$ cat src/rtl/muldiv_sequencer.sv
// muldiv_sequencer: iterative RV32M multiply/divide unit with pipeline stall.
// Multiply is shift-add over WIDTH cycles; divide is restoring over WIDTH cycles.
// Divide-by-zero and signed overflow bypass the iteration (done two cycles after start).
// Optional feature: define MULDIV_KILL_EN to add a 'kill' flush input.
module muldiv_sequencer #(
    parameter int WIDTH = 32
) (
    input  logic             clk,
    input  logic             reset,
    input  logic             start,
    input  logic [2:0]       funct3,
`ifdef MULDIV_KILL_EN
    input  logic             kill,
`endif
    input  logic [WIDTH-1:0] rs1,
    input  logic [WIDTH-1:0] rs2,
    output logic             busy,
    output logic             stall,
    output logic             done,
    output logic [WIDTH-1:0] result
);

    localparam int CW = $clog2(WIDTH);
    localparam logic [WIDTH-1:0] MIN_VAL = {1'b1, {(WIDTH-1){1'b0}}};
    localparam logic [CW-1:0]    LAST    = CW'(WIDTH - 1);

    typedef enum logic [1:0] {IDLE, CALC, FIN, DONE} state_t;

    state_t             state, state_nx;
    logic [CW-1:0]      count;
    logic [2:0]         op;
    logic               neg_a, neg_b, special;
    // mul: {partial product hi, multiplier lo}; div: {remainder hi, dividend/quotient lo}
    logic [2*WIDTH-1:0] acc;
    // mul: multiplicand magnitude; div: divisor magnitude
    logic [WIDTH-1:0]   opnd;

    logic kill_i;
`ifdef MULDIV_KILL_EN
    assign kill_i = kill;
`else
    assign kill_i = 1'b0;
`endif

    // Operand decode at accept time
    logic             idle_like, accept, is_div_in, a_signed_in, b_signed_in;
    logic             sa_in, sb_in, div_zero_in, ovf_in, special_in;
    logic [WIDTH-1:0] a_mag, b_mag, special_val;

    assign idle_like   = (state == IDLE) || (state == DONE);
    assign accept      = start && !kill_i && idle_like;
    assign is_div_in   = funct3[2];
    // MULHU, DIVU, REMU treat rs1 as unsigned; MULHSU also treats rs2 as unsigned
    assign a_signed_in = (funct3 != 3'b011) && (funct3 != 3'b101) && (funct3 != 3'b111);
    assign b_signed_in = a_signed_in && (funct3 != 3'b010);
    assign sa_in       = a_signed_in && rs1[WIDTH-1];
    assign sb_in       = b_signed_in && rs2[WIDTH-1];
    assign a_mag       = sa_in ? (~rs1 + 1'b1) : rs1;
    assign b_mag       = sb_in ? (~rs2 + 1'b1) : rs2;
    assign div_zero_in = is_div_in && (rs2 == '0);
    assign ovf_in      = is_div_in && !funct3[0] && (rs1 == MIN_VAL) && (rs2 == '1);
    assign special_in  = div_zero_in || ovf_in;

    // Bypass result: divide-by-zero gives all ones / dividend, overflow gives MIN / 0
    always_comb begin
        special_val = '0;
        if (div_zero_in) special_val = funct3[1] ? rs1 : '1;
        else if (ovf_in) special_val = funct3[1] ? '0 : MIN_VAL;
    end

    // One iteration step for each algorithm
    logic [WIDTH:0]     mul_sum, div_shift, div_diff;
    logic [2*WIDTH-1:0] mul_step, div_step;

    always_comb begin
        mul_sum   = {1'b0, acc[2*WIDTH-1:WIDTH]} + (acc[0] ? {1'b0, opnd} : '0);
        mul_step  = {mul_sum, acc[WIDTH-1:1]};
        div_shift = {acc[2*WIDTH-1:WIDTH], acc[WIDTH-1]};
        div_diff  = div_shift - {1'b0, opnd};
        if (!div_diff[WIDTH]) div_step = {div_diff[WIDTH-1:0], acc[WIDTH-2:0], 1'b1};
        else                  div_step = {div_shift[WIDTH-1:0], acc[WIDTH-2:0], 1'b0};
    end

    // Sign correction and half/quotient/remainder selection in FIN
    logic [2*WIDTH-1:0] prod;
    logic [WIDTH-1:0]   quo, rem, fin_val;

    always_comb begin
        prod    = (neg_a ^ neg_b) ? (~acc + 1'b1) : acc;
        quo     = (neg_a ^ neg_b) ? (~acc[WIDTH-1:0] + 1'b1) : acc[WIDTH-1:0];
        rem     = neg_a ? (~acc[2*WIDTH-1:WIDTH] + 1'b1) : acc[2*WIDTH-1:WIDTH];
        fin_val = '0;
        if (special)              fin_val = acc[WIDTH-1:0];
        else if (!op[2])          fin_val = (op[1:0] == 2'b00) ? prod[WIDTH-1:0] : prod[2*WIDTH-1:WIDTH];
        else if (op[1])           fin_val = rem;
        else                      fin_val = quo;
    end

    // State register
    always_ff @(posedge clk or negedge reset) begin
        if (!reset) state <= IDLE;
        else        state <= state_nx;
    end

    // Next-state logic; kill flushes an in-flight op back to IDLE
    always_comb begin
        state_nx = state;
        case (state)
            IDLE, DONE: begin
                if (accept) state_nx = special_in ? FIN : CALC;
                else        state_nx = IDLE;
            end
            CALC:    if (count == LAST) state_nx = FIN;
            FIN:     state_nx = DONE;
            default: state_nx = IDLE;
        endcase
        if (kill_i && (state == CALC || state == FIN)) state_nx = IDLE;
    end

    // Operand latch, iteration datapath and result register
    always_ff @(posedge clk or negedge reset) begin
        if (!reset) begin
            count   <= '0;
            op      <= '0;
            neg_a   <= 1'b0;
            neg_b   <= 1'b0;
            special <= 1'b0;
            acc     <= '0;
            opnd    <= '0;
            result  <= '0;
        end else begin
            if (accept) begin
                op      <= funct3;
                neg_a   <= sa_in;
                neg_b   <= sb_in;
                special <= special_in;
                count   <= '0;
                if (special_in) begin
                    acc  <= {{WIDTH{1'b0}}, special_val};
                    opnd <= '0;
                end else if (is_div_in) begin
                    acc  <= {{WIDTH{1'b0}}, a_mag};
                    opnd <= b_mag;
                end else begin
                    acc  <= {{WIDTH{1'b0}}, b_mag};
                    opnd <= a_mag;
                end
            end else if (state == CALC) begin
                if (count != LAST) count <= count + 1'b1;
                acc <= op[2] ? div_step : mul_step;
            end
            if (state == FIN && !kill_i) result <= fin_val;
        end
    end

    assign busy  = (state == CALC) || (state == FIN);
    assign done  = (state == DONE);
    assign stall = busy || (start && idle_like);

endmodule

$ cat config.mk
export PLATFORM = sky130hd
export DESIGN_NAME = muldiv_sequencer
export DESIGN_NICKNAME = d
export VERILOG_FILES = /design/src/rtl/muldiv_sequencer.sv
export SDC_FILE = /design/constraint.sdc
export NUM_CORES = 1
export LEC_CHECK = 0
export CORE_MARGIN = 2
export CORE_UTILIZATION = 30
export CTS_BUF_LIST = sky130_fd_sc_hd__clkbuf_4 sky130_fd_sc_hd__clkbuf_8
export DETAILED_ROUTE_END_ITERATION = 10
export PLACE_DENSITY = 0.49
export SLEW_MARGIN = 15
export SYNTH_ARGS = -nofsm -noshare
export SYNTH_HDL_FRONTEND = slang
export SYNTH_SLANG_ARGS = --single-unit
$ cat constraint.sdc
create_clock -name clk -period 5.2 [get_ports clk]
set_input_delay 1.04 -clock clk [delete_from_list [all_inputs] [get_ports clk]]
set_output_delay 1.04 -clock clk [all_outputs]
set_load 0.005 [all_outputs]
==> results of run 1 <==
[worst min-delay path, stage by stage (launching register included)]
cell and delay (ns):
dfrtp_1 0.34, nand2_1 0.05, o21ai_0 0.06
[cells by family (layout without fill, tap and decap cells)]
logic type      Yosys count  in the layout
fa+ha+maj                76             76
xor+xnor                196            196
flops                   141            141
compound gates          694            694
buf+inv                 245            260
simple gates            710            710
mux                      71             71
[registers in the layout, indices dropped and copies added (netlist names)]
name / flops
acc: 64
count: 5
neg_a: 1
neg_b: 1
op: 3
opnd: 32
result: 32
special: 1
state: 2
[routing by layer]
layer | global-route usage (%) | vias to the layer above
li1 | - | 7665
met5 | 0 | -
met2 | 36.79 | 573
met1 | 33.24 | 7834
met4 | 9.738 | 0
met3 | 3.703 | 98
[area by class of cell]
type	count	area (sq um)
fill	5466	33700
multi-input combinational	1747	11050
sequential	141	3531
timing repair buffer	149	1378
tap	680	850.8
inverter	81	304.0
clock buffer	20	262.8
clock inverter	10	118.9
[through the flow]
| step | cells | instance area (sq um) | setup slack (ns) |
|---|---|---|---|
| finish | 2828 | 17490 | 0.8490 |
| global route | 2828 | 17490 | 0.4318 |
| CTS | 2828 | 17490 | 0.9932 |
| detailed placement | 2798 | 17110 | 0.4617 |
| global placement | 2798 | 17110 | 0.4990 |
| floorplan | 2133 | 15480 | 1.682 |
[final timing paths]
path / endpoint / slack, ns / startpoint / depth (start not counted)
worst max-delay path: acc[62]$_DFFE_PN0P_ / 0.85 / acc[0]$_DFFE_PN0P_ / 13
worst min-delay path: opnd[16]$_DFFE_PN0P_ / 0.48 / opnd[16]$_DFFE_PN0P_ / 2
worst max register to register: acc[62]$_DFFE_PN0P_ / 0.85 / acc[0]$_DFFE_PN0P_ / 13
worst min register to register: opnd[16]$_DFFE_PN0P_ / 0.48 / opnd[16]$_DFFE_PN0P_ / 2
max in group asynchronous: result[18]$_DFFE_PN0P_ / 3.64 / reset / 2
min in group asynchronous: acc[52]$_DFFE_PN0P_ / 0.51 / reset / 1
[where the power goes]
group          leakage, nW  total [mW]  internal, mW  switching (mW)
registers             1.74        2.43          1.60           0.829
clock network        0.188       0.946         0.443           0.503
logic                 5.14        8.49          3.29            5.19
[cell usage in the layout, fill, tap and decap left out, types with 18 or more instances in the layout]
master / instances
or3_1: 22
nand3_1: 35
a21o_1: 27
nor3_1: 43
inv_1: 79
clkbuf_8: 18
clkdlybuf4s50_1: 102
nor4_1: 20
buf_4: 46
o21ai_0: 213
nor2_1: 230
ha_1: 72
o31ai_1: 21
a31oi_1: 41
dfrtp_1: 139
nand2b_1: 28
xnor2_1: 99
nand2_1: 202
nand4_1: 26
o211ai_1: 35
nand3b_1: 23
a21oi_1: 197
mux2i_1: 63
xor2_1: 95
a211oi_1: 37
==> flow_metrics.py, run 1 <==
metrics = {
    "clock_network": {
        "cts_max_level": 4,
        "cts_resized": 0,
        "clk-insertion-delay-late_ns": 0.57,
        "cts_tree": "yes",
        "cts_buffer_depth": 2,
        "cts.sinks": 141,
        "cts_root_buffer": "clkbuf_8",
        "cts_buffers": 17,
        "cts_setup_buffers": 0,
        "path_clk_slew_ns": 0.09,
        "cts_hold_buf": 0,
    },
    "floorplan": {
        "rows": 83,
        "die_h_um": 231.2,
        "die_w_um": 231.2,
        "initial_core_util_pct": 30.24,
        "pin_count": 105,
        "core_sq_um": 51200,
        "die_area_sq_um": 53440,
    },
    "timing": {
        "tns_ns": 0,
        "rsz0062_at_grt": "no",
        "whs_ns": 0.4840,
        "layout_min_cycle_time_ns": 4.351,
        "slew_viol_final": 0,
        "worst_pin_slew_ns": 1.184,
        "max_freq_ghz": 0.2298,
        "hold_viol_final": 0,
        "finalSetupViolCount": 0,
        "finalClockSkew_ns": 0.02243,
        "fin_crit_sh_pct": 83.67,
        "slew_headroom_pct": 20.82,
    },
    "global_routing": {
        "grt_antenna_before_repair": 0,
        "grt_max_degree": 87,
        "grt_pass1_wl_mm": 96.68,
        "grt_pass1_vias": 15480,
        "overflow": 0,
        "grt_usage_pct": 23.90,
    },
    "routing": {
        "routedWlPerCell_um": 22.47,
        "vias_per_cell": 5.718,
        "drtPass1Iterations": 5,
        "antenna_left": 0,
        "route.top_layer_used": "met4",
        "dr_wl_met2_mm": 28.07,
        "drt_iter0_markers": 1353,
        "vias": 16170,
        "wl_met1_mm": 29.10,
        "drc": 0,
        "wl_mm": 63.54,
        "met3_length_mm": 3.985,
    },
    "synth": {
        "muxShareOfSynthArea_pct": 4.655,
        "yosysMostFrequentCell": "nor2_1",
        "syn_inst": 2133,
        "synth_area_sq_um": 15480,
        "synth_cell_types": 75,
        "yosys-top-cells-count": "231 x nor2_1, 213 x o21ai_0, 203 x nand2_1, 197 x a21oi_1, 141 x dfrtp_1",
        "synth_area_leaders": "dfrtp_1 23%, o21ai_0 6.9%, a21oi_1 6.4%",
        "synth_xor_area_share_pct": 11.09,
        "synth_top_family_by_area": "compound AO/OA/AOI/OAI gates",
        "yosysWarnings": 0,
        "synth_seq_cells": 141,
        "synth_enable_flop_cells": 0,
        "yosys.area.top_type": "dfrtp_1",
        "syn-num-nets": 2279,
        "synthArstFlopShare_pct": 100.0,
        "netlist.area_leader.share_pct": 22.79,
        "synth_area_per_cell_sq_um": 7.259,
        "yosys.area_share.simple_pct": 21.79,
        "ys.flop_type": "dfrtp_1",
        "ys_seq_area_share_pct": 22.79,
        "synth_adder_area_share_pct": 6.238,
        "synth_compound_area_share_pct": 27.33,
    },
    "power_and_ir_drop": {
        "p_leak_nw": 7.063,
        "powerDensity_nw_per_um2": 678.1,
        "peakVddDrop_mv": 0.2555,
        "power_mw": 11.86,
    },
    "critical_path": {
        "worst-path-buf-inv": 1,
        "end_kind": "flop",
        "max_stage_delay_ns": 0.56,
        "critPathKind": "flop to flop",
        "crit_arrival_ns": 4.79,
        "worst_path_max_delay_cell": "inv_1",
        "critPathTopFamily": "compound AO/OA/AOI/OAI gates",
        "start_kind": "flop",
        "path_cells": "inv_1 > nor2_1 > ha_1 > a21o_1 > a31oi_1 > a21oi_1 > o211ai_1 > o31a_1 > o221ai_1 > o41ai_1 > o21ai_0 > xor2_1 > a221o_1",
        "critPathMaxFanout": 20,
        "worstPathRequired_ns": 5.64,
    },
    "final_layout": {
        "final_layout_size_suffix_gt1_share_pct": 5.680,
        "diodes": 0,
        "final_util_pct": 34.17,
        "syn_to_final_growth_pct": 12.98,
        "nets": 2283,
    },
    "placement": {
        "numPortBuffers": 104,
        "place_congestion": 0.9472,
        "dp_hpwl_mm": 48.73,
    },
    "min_path": {
        "hold_class": "flop to flop",
    },
    "job": {
        "cap_violations": 0,
    },
    "run_status": {
        "status": "complete, no violations",
    },
}
(Power assumes the default switching activity.)
==> inputs of run 2 (changes only) <==
- clock period: 5.2 -> 4.1 ns (I/O delays scaled with it)
==> flow_metrics.py, run 2 (synthesis results as in run 1) <==
metrics = {
    "placement": {
        "place_congestion": 0.9624,
        "numPortBuffers": 104,
        "dp_hpwl_mm": 52.45,
        "dp.cells": 2869,
    },
    "timing": {
        "worst_pin_slew_ns": 1.033,
        "slew_headroom_pct": 30.47,
        "whs_ns": 0.3053,
        "max_freq_ghz": 0.2497,
        "fin_crit_sh_pct": 97.68,
        "rsz0062_at_grt": "no",
        "tns_ns": 0,
        "layout_min_cycle_time_ns": 4.005,
        "finalSetupViolCount": 0,
        "finalClockSkew_ns": 0.03151,
        "hold_viol_final": 0,
        "slew_viol_final": 0,
    },
    "critical_path": {
        "max_stage_delay_ns": 0.89,
        "worstPathRequired_ns": 4.48,
        "crit_arrival_ns": 4.38,
        "critPathMaxFanout": 6,
        "end_kind": "flop",
        "cp_common_cell": "nor2_1",
        "worst-path-buf-inv": 1,
        "start_kind": "flop",
        "critPathTopFamily": "simple AND/OR/NAND/NOR gates",
        "path_cells": "or3_1 > nor4_1 > nand4_1 > nor2_1 > buf_4 > a31oi_1 > xnor2_1 > nor2_1 > a21oi_1 > o31ai_1",
        "r2r-end": "result[30]$_DFFE_PN0P_",
        "rr_startpoint": "acc[21]$_DFFE_PN0P_",
        "r2r_setup_slack_ns": 0.1,
        "critPathKind": "flop to flop",
        "worst_path_max_delay_cell": "nor4_1",
        "rr_worst_depth": 10,
    },
    "power_and_ir_drop": {
        "p_comb_share_pct": 75.1,
        "p_leak_nw": 7.443,
        "power_mw": 15.72,
        "p_int_mw": 7.019,
        "powerDensity_nw_per_um2": 869.0,
        "p_sw_share_pct": 55.35,
        "power_frac_seq_pct": 17.3,
        "clkPwrFrac_pct": 7.6,
        "peakVddDrop_mv": 0.3175,
        "p_switching_mw": 8.700,
    },
    "routing": {
        "drt_iter0_markers": 1502,
        "vias": 16690,
        "antenna_left": 0,
        "routedWlPerCell_um": 23.05,
        "vias_per_cell": 5.752,
        "drtPass1Iterations": 6,
        "drc": 0,
        "wl_mm": 66.87,
    },
    "floorplan": {
        "die_w_um": 231.2,
        "die_h_um": 231.2,
        "rows": 83,
        "initial_core_util_pct": 30.24,
        "core_sq_um": 51200,
        "pin_count": 105,
        "die_area_sq_um": 53440,
    },
    "global_routing": {
        "grt_antenna_before_repair": 1,
        "grt_max_degree": 86,
        "overflow": 0,
        "grt_usage_pct": 24.98,
        "grt_pass1_wl_mm": 101.4,
        "grt_pass1_vias": 16200,
    },
    "job": {
        "cap_violations": 0,
    },
    "final_layout": {
        "layout_common_cells": "230 x nor2_1, 213 x o21ai_0, 202 x nand2_1, 197 x a21oi_1, 139 x dfrtp_1",
        "diodes": 0,
        "nets": 2354,
        "finalNonFillerCells": 2901,
        "regMostFlops": "acc",
        "syn_to_final_growth_pct": 16.82,
        "largest_reg_flops": 64,
        "final_layout_size_suffix_gt1_share_pct": 8.780,
        "top_regs": "acc x64, opnd x32, result x32",
        "layout_commonest_cell": "nor2_1",
    },
    "min_path": {
        "hold_class": "primary input to async pin",
    },
    "run_status": {
        "status": "complete, no violations",
    },
    "clock_network": {
        "cts_setup_buffers": 0,
        "cts_buffer_depth": 2,
        "cts_tree": "yes",
        "cts_hold_buf": 0,
        "cts_max_level": 4,
        "cts.sinks": 141,
        "cts_root_buffer": "clkbuf_8",
        "clk-insertion-delay-late_ns": 0.54,
        "cts_buffers": 17,
        "cts_resized": 0,
        "path_clk_slew_ns": 0.12,
    },
}
-- run 2: layout make-up --
type                       count  area [sq um]
clock buffer                  17         234.0
clock inverter                15         147.6
fill                        5436         33110
inverter                      81         304.0
multi-input combinational   1747         11050
sequential                   141          3531
tap                          680         850.8
timing repair buffer         220          1973
-- run 2: stage by stage --
step	instance area, sq um	utilization (%)	setup WS, ns
floorplan	15480	-	0.6006
global placement	17710	34.59	0.2447
detailed placement	17710	34.59	0.2116
CTS	18090	35.33	0.2420
global route	18090	35.33	0.01775
finish	18090	35.33	0.09507
-- run 2: worst register-to-register path, delay by kind of cell, from the launching register on --
kind	cells	cell delay, ns
and+or+nand+nor	5	2.56
DFF	1	0.42
AOI/OAI and AO/OA	3	0.32
xor gates and xnor gates	1	0.28
buffers and inverters	1	0.27
-- run 2: power by group through the flow --
stage	Clock [mW]	Sequential [mW]	Combinational, mW
CTS	1.21	2.72	11.7
global placement	0	2.73	11.6
floorplan	0	2.41	7.86
finish	1.19	2.73	11.8
global route	1.28	2.80	12.9
detailed placement	0	2.75	11.6
-- run 2: how the worst max path moves through the flow --
stage	cells past startpoint	to	start
after global routing	10	result[30]$_DFFE_PN0P_	acc[21]$_DFFE_PN0P_
after global placement	10	acc[22]$_DFFE_PN0P_	rs1[4]
final	10	result[30]$_DFFE_PN0P_	acc[21]$_DFFE_PN0P_
after floorplan	11	acc[60]$_DFFE_PN0P_	acc[61]$_DFFE_PN0P_
after CTS	10	result[30]$_DFFE_PN0P_	acc[21]$_DFFE_PN0P_
after detailed placement	10	acc[22]$_DFFE_PN0P_	rs1[5]
-- run 2: per-layer routing --
metal | track usage, % | up-vias | routed length, um
met3 | 4.195 | 115 | 4767
met4 | 9.032 | 0 | 2320
met1 | 33.94 | 8087 | 29630
met2 | 39.74 | 674 | 30160
met5 | 0 | - | 0
li1 | - | 7810 | -
==> inputs of run 3 (changes only) <==
- PLACE_DENSITY: 0.49 -> default
- PLACE_DENSITY_LB_ADDON: default -> 0.15
==> flow_metrics.py, run 3 (synthesis results as in run 1) <==
metrics = {
    "run_status": {
        "status": "complete, no violations",
    },
    "global_routing": {
        "grt_usage_pct": 25.75,
        "grt_antenna_before_repair": 0,
        "grt_pass1_wl_mm": 103.3,
        "overflow": 0,
        "grt_max_degree": 66,
        "grt_pass1_vias": 16190,
    },
    "routing": {
        "drc": 0,
        "vias_per_cell": 5.705,
        "vias": 16650,
        "drt_iter0_markers": 1621,
        "drtPass1Iterations": 6,
        "antenna_left": 0,
        "wl_mm": 68.70,
        "routedWlPerCell_um": 23.54,
    },
    "power_and_ir_drop": {
        "p_comb_share_pct": 75.2,
        "p_leak_nw": 7.520,
        "power_frac_seq_pct": 17.2,
        "powerDensity_nw_per_um2": 870.5,
        "p_sw_share_pct": 55.20,
        "clkPwrFrac_pct": 7.7,
        "p_switching_mw": 8.744,
        "p_int_mw": 7.097,
        "peakVddDrop_mv": 0.3145,
        "power_mw": 15.84,
    },
    "floorplan": {
        "initial_core_util_pct": 30.24,
        "die_h_um": 231.2,
        "pin_count": 105,
        "die_area_sq_um": 53440,
        "die_w_um": 231.2,
        "core_sq_um": 51200,
        "rows": 83,
    },
    "placement": {
        "dp_hpwl_mm": 53.95,
        "place_congestion": 0.9492,
        "numPortBuffers": 104,
    },
    "clock_network": {
        "cts_max_level": 4,
        "cts.sinks": 141,
        "cts_resized": 0,
        "cts_hold_buf": 0,
        "clk-insertion-delay-late_ns": 0.58,
        "path_clk_slew_ns": 0.11,
        "cts_setup_buffers": 0,
        "cts_buffer_depth": 2,
        "cts_root_buffer": "clkbuf_8",
        "cts_tree": "yes",
        "cts_buffers": 17,
    },
    "timing": {
        "fin_crit_sh_pct": 96.58,
        "worst_pin_slew_ns": 1.102,
        "finalClockSkew_ns": 0.02130,
        "slew_headroom_pct": 26.48,
        "hold_viol_final": 0,
        "rsz0062_at_grt": "no",
        "max_freq_ghz": 0.2525,
        "slew_viol_final": 0,
        "finalSetupViolCount": 0,
        "tns_ns": 0,
        "layout_min_cycle_time_ns": 3.960,
    },
    "critical_path": {
        "path_cells": "or3_1 > nor4_1 > nand3_1 > o31ai_1 > xnor2_1 > a211oi_1 > o311ai_0 > o21a_1",
        "critPathKind": "flop to flop",
        "crit_arrival_ns": 4.48,
        "r2r-end": "result[1]$_DFFE_PN0P_",
        "max_stage_delay_ns": 0.82,
        "end_kind": "flop",
        "start_kind": "flop",
        "critPathMaxFanout": 5,
        "rr_startpoint": "acc[22]$_DFFE_PN0P_",
        "rr_worst_depth": 8,
        "r2r_setup_slack_ns": 0.14,
        "worst_path_max_delay_cell": "nor4_1",
        "worstPathRequired_ns": 4.62,
    },
    "final_layout": {
        "largest_reg_flops": 64,
        "final_layout_size_suffix_gt1_share_pct": 9.473,
        "layout_common_cells": "230 x nor2_1, 213 x o21ai_0, 202 x nand2_1, 197 x a21oi_1, 139 x dfrtp_1",
        "regMostFlops": "acc",
        "layout_commonest_cell": "nor2_1",
        "fillCellCount": 5494,
        "nets": 2371,
        "syn_to_final_growth_pct": 17.53,
        "top_regs": "acc x64, opnd x32, result x32",
        "diodes": 0,
    },
    "job": {
        "cap_violations": 0,
    },
    "min_path": {
        "hold_class": "primary input to async pin",
    },
}
## run 3: cell count changes in the layout (fill, tap and decap cells not counted)
cell      previous run  this run
clkinv_2             1         0
clkbuf_8            17        18
inv_6                4         7
buf_12               5         3
buf_4              112       131
inv_8                5         4
clkinv_4             4         2
## run 3: layout make-up
| class | instances | area [sq um] | share of cell area [%] |
|---|---|---|---|
| Clock buffer | 18 | 247.7 | 1.361 |
| Clock inverter | 14 | 140.1 | 0.7701 |
| Inverter | 81 | 304.0 | 1.671 |
| Multi-Input combinational cell | 1747 | 11050 | 60.71 |
| Sequential cell | 141 | 3531 | 19.40 |
| Tap cell | 680 | 850.8 | 4.675 |
| Timing Repair Buffer | 237 | 2076 | 11.41 |
## run 3: how the worst max path moves through the flow
stage                        startpoint  cells past startpoint  slack, ns                     to
floorplan           acc[61]$_DFFE_PN0P_                     11       0.60    acc[60]$_DFFE_PN0P_
global placement                 rs2[4]                     10       0.11   opnd[21]$_DFFE_PN0P_
detailed placement               rs2[4]                     10       0.11   opnd[21]$_DFFE_PN0P_
CTS                  acc[0]$_DFFE_PN0P_                     15       0.32    acc[62]$_DFFE_PN0P_
global route         acc[0]$_DFFE_PN0P_                     15       0.05    acc[62]$_DFFE_PN0P_
finish              acc[22]$_DFFE_PN0P_                      8       0.14  result[1]$_DFFE_PN0P_
## run 3: through the flow
step	setup WS (ns)	hold slack (ns)	instances	area [sq um]	util (%)
after floorplan	0.6006	0.4498	2133	15480	-
after global routing	0.05317	0.2642	2918	18200	35.54
after CTS	0.3159	0.2479	2918	18200	35.54
final	0.1403	0.2321	2918	18200	35.54
after detailed placement	0.1064	0.4711	2886	17810	34.79
after global placement	0.1099	0.4654	2886	17810	34.79
## run 3: worst max-delay path, delay by kind of cell, from the launching register on
kind | cells | cell delay (ns)
AO/OA/AOI/OAI | 4 | 1.52
XOR/XNOR | 1 | 0.19
flip-flops | 1 | 0.39
AND/OR/NAND/NOR | 3 | 1.77
## run 3: per-layer routing
| metal | global-route usage (%) | wire length (um) |
|---|---|---|
| met2 | 40.53 | 30590 |
| met3 | 4.158 | 4307 |
| met1 | 35.25 | 31360 |
| met4 | 9.899 | 2441 |
| met5 | 0 | 0 |
## run 3: power by group through the flow
stage               clock network, mW  logic, mW  registers [mW]
global placement                    0       11.7            2.73
finish                           1.21       11.9            2.72
detailed placement                  0       11.7            2.74
global route                     1.31       13.0            2.80
floorplan                           0       7.86            2.41
CTS                              1.26       11.8            2.72
